File: src/rtl/uart_rx_frame_ctrl.sv
// uart_rx_frame_ctrl: turns the UART byte stream into validated SYNC/DEST/LEN/payload frames and releases each payload as a handshaked stream.
// Ports: clk, rst_n (async, active-low); rx_data/rx_valid byte strobe from the receiver;
//        out_data/out_dest/out_valid/out_last/out_ready payload stream to the consumers;
//        frame_ok/frame_err one-cycle pulses, err_code cause of the last error, busy = not hunting.
// Build option: define UART_RX_CHECKSUM_EN to require a trailing XOR checksum byte (CSUM state, error 3).
module uart_rx_frame_ctrl #(
  parameter int CLK_FREQ = 100_000_000,
  parameter int BAUD_RATE = 115200,
  parameter int NUM_DEST = 4,
  parameter int MAX_LEN = 16,
  parameter logic [7:0] SYNC_BYTE = 8'h55,
  parameter int TIMEOUT_BITS = 20,
  localparam int DEST_W = NUM_DEST > 1 ? $clog2(NUM_DEST) : 1
) (
  input  logic              clk,
  input  logic              rst_n,
  input  logic [7:0]        rx_data,
  input  logic              rx_valid,
  output logic [7:0]        out_data,
  output logic [DEST_W-1:0] out_dest,
  output logic              out_valid,
  output logic              out_last,
  input  logic              out_ready,
  output logic              frame_ok,
  output logic              frame_err,
  output logic [2:0]        err_code,
  output logic              busy
);
  localparam int BIT_CYCLES = CLK_FREQ / BAUD_RATE;
  localparam int TO_CYCLES = BIT_CYCLES * TIMEOUT_BITS;
  localparam int GW = $clog2(TO_CYCLES + 1);
  localparam int AW = MAX_LEN > 1 ? $clog2(MAX_LEN) : 1;
  typedef enum logic [2:0] {
    HUNT, DEST, LEN, PAYLOAD,
`ifdef UART_RX_CHECKSUM_EN
    CSUM,
`endif
    DRAIN
  } state_t;
`ifdef UART_RX_CHECKSUM_EN
  localparam state_t PAY_NXT = CSUM;
  logic [7:0] csum;
  logic bad_sum;
  assign bad_sum = rx_data != csum;
`else
  localparam state_t PAY_NXT = DRAIN;
`endif
  state_t state, state_nxt;
  logic [2:0] err_nxt;
  logic [GW-1:0] gap;
  logic [7:0] len, idx;
  logic [DEST_W-1:0] dest;
  logic [7:0] mem [MAX_LEN];
  logic timed, time_out, acc, last, hs, bad_dest, bad_len;
  assign timed = state != HUNT && state != DRAIN;
  // the timeout wins over a byte arriving in the same cycle, which is then discarded
  assign time_out = timed && gap == GW'(TO_CYCLES - 1);
  assign acc = rx_valid && !time_out;
  // idx is the write index while collecting and the read index while draining
  assign last = idx == len - 8'd1;
  assign hs = out_valid && out_ready;
  assign bad_dest = {1'b0, rx_data} >= 9'(NUM_DEST);
  assign bad_len = rx_data == 8'd0 || {1'b0, rx_data} > 9'(MAX_LEN);
  assign out_dest = dest;
  always_ff @(posedge clk or negedge rst_n)
    if (!rst_n) state <= HUNT;
    else state <= state_nxt;
  always_comb begin
    state_nxt = state;
    err_nxt = 3'd0;
    if (time_out) begin
      state_nxt = HUNT;
      err_nxt = 3'd4;
    end else if (rx_valid)
      case (state)
        HUNT: state_nxt = rx_data == SYNC_BYTE ? DEST : HUNT;
        DEST: begin
          state_nxt = bad_dest ? HUNT : LEN;
          err_nxt = bad_dest ? 3'd1 : 3'd0;
        end
        LEN: begin
          state_nxt = bad_len ? HUNT : PAYLOAD;
          err_nxt = bad_len ? 3'd2 : 3'd0;
        end
        PAYLOAD: state_nxt = last ? PAY_NXT : PAYLOAD;
`ifdef UART_RX_CHECKSUM_EN
        CSUM: begin
          state_nxt = bad_sum ? HUNT : DRAIN;
          err_nxt = bad_sum ? 3'd3 : 3'd0;
        end
`endif
        // the receiver cannot be stalled, so a byte during DRAIN is lost
        DRAIN: err_nxt = 3'd5;
        default: ;
      endcase
    if (hs && last) state_nxt = HUNT;
  end
  always_comb begin
    out_valid = state == DRAIN;
    out_last = out_valid && last;
    out_data = out_valid ? mem[idx[AW-1:0]] : 8'd0;
    busy = state != HUNT;
  end
  always_ff @(posedge clk or negedge rst_n)
    if (!rst_n) begin
      gap <= '0;
      len <= '0;
      idx <= '0;
      dest <= '0;
      frame_ok <= 1'b0;
      frame_err <= 1'b0;
      err_code <= 3'd0;
`ifdef UART_RX_CHECKSUM_EN
      csum <= 8'd0;
`endif
    end else begin
      gap <= timed && !rx_valid && !time_out ? gap + GW'(1) : '0;
      frame_ok <= hs && last;
      frame_err <= err_nxt != 3'd0;
      if (err_nxt != 3'd0) err_code <= err_nxt;
      if (acc && state == DEST && !bad_dest) dest <= rx_data[DEST_W-1:0];
      if (acc && state == LEN && !bad_len) begin
        len <= rx_data;
        idx <= 8'd0;
      end
      if ((acc && state == PAYLOAD) || hs) idx <= last ? 8'd0 : idx + 8'd1;
`ifdef UART_RX_CHECKSUM_EN
      if (acc && state == DEST) csum <= rx_data;
      if (acc && (state == LEN || state == PAYLOAD)) csum <= csum ^ rx_data;
`endif
    end
  always_ff @(posedge clk)
    if (acc && state == PAYLOAD) mem[idx[AW-1:0]] <= rx_data;
endmodule

File: config.mk
export PLATFORM = sky130hd
export DESIGN_NAME = uart_rx_frame_ctrl
export DESIGN_NICKNAME = d
export VERILOG_FILES = /design/src/rtl/uart_rx_frame_ctrl.sv
export SDC_FILE = /design/constraint.sdc
export NUM_CORES = 1
export LEC_CHECK = 0
export ABC_CLOCK_PERIOD_IN_PS = 3100
export CORE_MARGIN = 2
export CORE_UTILIZATION = 31
export CTS_BUF_LIST = sky130_fd_sc_hd__clkbuf_16
export DETAILED_ROUTE_END_ITERATION = 10
export PLACE_DENSITY = 0.52
export SLEW_MARGIN = 20
export SYNTH_ARGS = -nofsm -noshare
export SYNTH_HDL_FRONTEND = slang
export SYNTH_SLANG_ARGS = --single-unit
File: constraint.sdc
create_clock -name clk -period 3.1 [get_ports clk]
set_input_delay 0.465 -clock clk [delete_from_list [all_inputs] [get_ports clk]]
set_output_delay 0.465 -clock clk [all_outputs]
set_load 0.005 [all_outputs]
Word-level counts from Yosys, hierarchy flattened --
Memory sizes are Yosys's and may differ from the RTL's. Cells that the tools add are included.
Word-level totals: memory bits (writable) 128, flip-flop bits (word level) 41, memories 1, logic and storage cells 69, input port bits 12, output and inout bits 18
Memory list:
- mem | words 16, width 8, rd ports 1, clocked after memory_dff 0, write ports 1, line 53 | logic [7:0] mem [MAX_LEN];
Operators by class: $add $sub $neg 3, $lt $le $gt $ge 2, reduce and logical (&&, ||, !) cells 27, muxes and demuxes 20, equal/unequal tests 8
Operators by type and width (number):
- $mux 8 | 4
- $mux 3 | 6
- $add 15x1->15 const B | 1
- $eq 15x15->1 const B | 1
- $mux 15 | 1
- $logic_and 1x1->1 | 13
- $pmux 3 s4 | 1
- $pmux 3 s3 | 1
- $reduce_bool 3->1 | 3
- $add 8x1->8 const B | 1
- $eq 8x7->1 const B | 1
- $eq 8x8->1 | 1
- $ge 8x3->1 const B | 1
- $gt 8x5->1 const B | 1
- $logic_not 8->1 | 1
- $sub 8x1->8 const B | 1
- $eq 3x2->1 const B | 2
- $mux 2 | 3
- $reduce_bool 6->1 | 1
- $logic_not 1->1 | 4
- $mux 1 | 4
- $eq 3x1->1 const B | 1
- $eq 3x3->1 const B | 1
- $logic_not 3->1 | 1
- 4 further kinds | 5

Longest topological paths before layout --
Gate-level depths: netlist of the first run.
word-level depth 9, gate-level depth with buffers 9, mapped depth without buffers 7

Worst setup path after synthesis of the first run --
No wires, ideal clock.
path type register to register, start point register gap[0], end point memory mem[0][0] (enable), path buffers 0, cell stages (with the launch flop) 6, period minus slack after synthesis 2.553 ns, arrival 2.155 ns, library setup time 0.398 ns, data required time 2.702 ns, slack 0.547 ns, cells stage by stage dfrtp_1 -> ha_1 -> and3_1 -> nand4b_1 -> o21ai_1 -> nor4b_1
On the way: word-level cells in the longest chain between the ends 7
Ends and longest elaborated chain:
- from (decl) | line 50 | logic [GW-1:0] gap;
- from (signal assigned) | line 117 | gap <= timed && !rx_valid && !time_out ? gap + GW'(1) : '0;
- $eq 15x15->1 | line 57 | assign time_out = timed && gap == GW'(TO_CYCLES - 1);
- $logic_and 1x1->1 | line 57
- $logic_not 1->1 | line 58 | assign acc = rx_valid && !time_out;
- $logic_and 1x1->1 | line 58
- $logic_and 1x1->1 | line 133 | if (acc && state == PAYLOAD) mem[idx[AW-1:0]] <= rx_data;
- $mux 1 | line 133
- $mux 1 (implied by the code) | line 133
- to (decl) | line 53
Every way passes these cells.

Worst setup path in the final report of the first run --
start point register idx[0], end point output port out_data[2]
On the way: word-level cells in the longest chain between the ends 2
Ends and longest elaborated chain:
- from (decl) | line 51 | logic [7:0] len, idx;
- from (signal assigned) | line 126 | if ((acc && state == PAYLOAD) || hs) idx <= last ? 8'd0 : idx + 8'd1;
- $mem_v2 16x8
- $mux 8 | line 101 | out_data = out_valid ? mem[idx[AW-1:0]] : 8'd0;
- to (decl) | line 19 | output logic [7:0] out_data,
Every way passes these cells.

==> results by group, run 1 <==
Outcome
  • Outcome: finished, final reports clean

Synth
  • Area leader, netlist: edfxtp_1
  • Average cell area after synthesis: around 16 um2
  • Synth Flop Type: edfxtp_1
  • Mapped cell area: 7350 um2
  • Post-synth EDFFs: about 130
  • Syn. warnings: 0
  • Main combinational cell family by area after synthesis: multiplexers
  • Post-synthesis sequential area ratio: 66.2%
  • Post-synthesis cell count: ~450
  • Synth Area in Adders: roughly 1%
  • Post-synthesis xor/xnor area fraction: 2.50%
  • Simple-gate area share of the yosys netlist: a little over a tenth
  • Yosys cell types: 62
  • Number of synthesized register bits: roughly 170
  • Ys async rst share: around 24%
  • Compound-Gate Fraction of Synth Area: 4.34%
  • Yosys top cell area share: a little over half
  • Top cells by area, synth: edfxtp_1, dfrtp_1, mux4_2
  • Mux cell area share after synthesis: 13.5%
  • Post-Syn Nets: 471

Power and ir drop
  • Max IR drop VDD: 0.000397 V
  • Pwr Total: 0.00588 W
  • PwrDens: 646 nW/um2
  • Reported leakage power: approximately 3.2 nW

Run
  • Max-cap violations: 0

Timing
  • Worst Tran Pin Value: around 960 ps
  • RSZ-0062 raised after global routing: yes
  • Rel. slew slack: between 30% and 40%
  • Fin crit share: between 90% and 100%
  • Final Hold Fails: 0
  • Max Freq: 327 MHz
  • Fin crit period: about 3000 ps
  • Setup-failing EPs final: 0
  • Slew Viols, Final: 0
  • Setup TNS: 0 ps
  • Worst clock skew: 10.4 ps

Layout
  • Most common cell after layout, fill and taps aside: edfxtp_1
  • Layout net count: 554
  • Final instance area: around 9000 um2
  • Fin util: roughly two fifths
  • Share of layout cells above drive strength 1: 29.6%
  • Most frequent cells in the layout: edfxtp_1, buf_4, mux4_2
  • Syn-to-layout area delta: 23.7%
  • Finished Layout Cells: a little under 900
  • Ant diodes: 0

Drt
  • Routed Antenna Nets: 0
  • DRC: 0
  • Vias: 4273
  • WL final: between 15 and 20 mm
  • Drt wl/cell: 19.4 um
  • Number of DRC markers in iteration 0: 292
  • DR pass1 iterations: 4
  • Vias per cell: 4.93

Critical path
  • Most used cell, CP: mux4_2
  • Worst reg2reg setup slack: 630 ps
  • Slowest-stage cell, CP: mux4_2
  • CP endpoint kind: output pin
  • CP required: approximately 2600 ps
  • Top Family by Delay on Critical Path: multiplexers
  • CP max stage delay: between 500 and 600 ps
  • Crit-path max FO: 9
  • Reg-to-Reg End: len[4]
  • Category of the most critical setup path: register to output pin
  • CP bufs+invs: 3
  • Critical path launch point type: register
  • Crit path DAT: 2600 ps
  • Critical path cell sequence: buf_12 > buf_4 > mux4_2 > mux4_2 > and2_1 > clkdlybuf4s15_1
  • Reg2reg path depth: 7
  • Reg-to-Reg Start: gap[0]

Clock tree
  • Num CTS Buffers: 17
  • Clk Latency, worst-skew pair: about 430 ps
  • CTS Sinks: approximately 170
  • Clk root buf: clkbuf_16
  • CTS H-Tree Depth: 4
  • TritonCTS clock tree: done
  • Maximum root-to-sink buffer count: 2
  • Clock slew at reported path FFs: approximately 60 ps

Floorplan
  • Die X: about 160 um
  • Core Footprint: between 20000 and 25000 um2
  • Initial cell density of the core: a little under a third
  • # IOs: 30
  • Die H: ~160 um
  • Die area: ~25000 um2
  • FP Rows: 56

Hold path
  • Worst hold path class: primary input to async pin

Global route
  • GRT Total Usage: between 10 and 15%
  • First-pass GRT wire length: about 26 mm
  • Gr ovfl total: 0
  • Largest net degree at the start of global routing: 42
  • Vias in the first global route: approximately 4400
  • Initial antenna violation count: 1

Placement
  • Inst Count DP: slightly above 800
  • DP HPWL: between 10 and 15 mm
  • IO buf count: 29
  • Placed cell areas: roughly 8300 um2
  • Final GP Congestion: 0.763
[synth_stat cells (all sizes together) (7+ instances only)]
cell type and number:
edfxtp 128, o21ai 14, inv 9, and3 13, mux2 7, nor3 10
buf 11, nand3 9, mux4 40, nand2 16, xnor2 10, nor2 30
xor2 11, and2 13, clkbuf 12, dfrtp 41, a21oi 12
[where the power goes]
| group | switching [W] | total [W] | internal, W |
|---|---|---|---|
| clock network | 0.000853 | 0.00203 | 0.00117 |
| registers | 0.0000589 | 0.00253 | 0.00248 |
| logic | 0.000609 | 0.00132 | 0.000707 |
| total | 0.00152 | 0.00588 | 0.00435 |
[per-stage QoR]
stage / setup WS [ps] / hold WS [ps]
final: 38.3 / 189
after global routing: -17.5 / 274
after global placement: 158 / 465
after floorplan: 547 / 169
after detailed placement: 89.5 / 472
after CTS: -80.3 / 223
[timing repair]
item                       CTS  global route
resized for setup           18            21
gates cloned                 2             1
hold buffers                 0             0
buffers inserted             7            12
setup endpoints to repair    9             5
pin swaps                    0             5
[how the worst max path moves through the flow]
stage | from | endpoint | cells past startpoint
floorplan | gap[0] | mem[0][0] | 5
global placement | len[4] | out_last | 7
detailed placement | len[4] | out_last | 7
CTS | idx[0] | out_data[0] | 7
global route | idx[0] | out_data[2] | 6
finish | idx[0] | out_data[2] | 6
[area by class of cell]
cell class              instances  area [um2]
flip-flops and latches        169        4870
well taps                     319         399
repair buffers                 87         828
multi-input cells             252        2400
inverters                       9        33.8
fillers                      2204       14300
clock inverters                13         134
clock buffers                  17         425
[state kept, by name, summed over array words and instances (netlist names)]
register	cells
err_code	3
gap	15
frame_err	1
state	3
out_dest	2
idx	8
frame_ok	1
mem	128
len	8
[routing by layer]
layer  share of wire (%)  wire length [um]  up-vias  track usage, %
met2                  51              8490       92            23.3
met4                 1.8               298        0            4.89
met3                 4.2               698       19            3.09
met1                  43              7290     2215            18.5
met5                   0                 0        -               0
li1                    -                 -     1947               -
[cells by family (layout without fill, tap and decap cells)]
logic type,after synthesis,after routing
buffers and inverters,32,126
AND/OR/NAND/NOR,132,132
XOR/XNOR,21,21
multiplexers,48,48
flip-flops,169,169
adder cells (fa/ha/maj),6,6
AO/OA/AOI/OAI,45,45
No activity file was read; power rests on OpenSTA's default activity.
==> run 2: changes to the inputs <==
Settings changed: ABC_AREA set to 0.
==> results of run 2 <==
No change in the layout: final DEF, timing and power equal those of run 1.
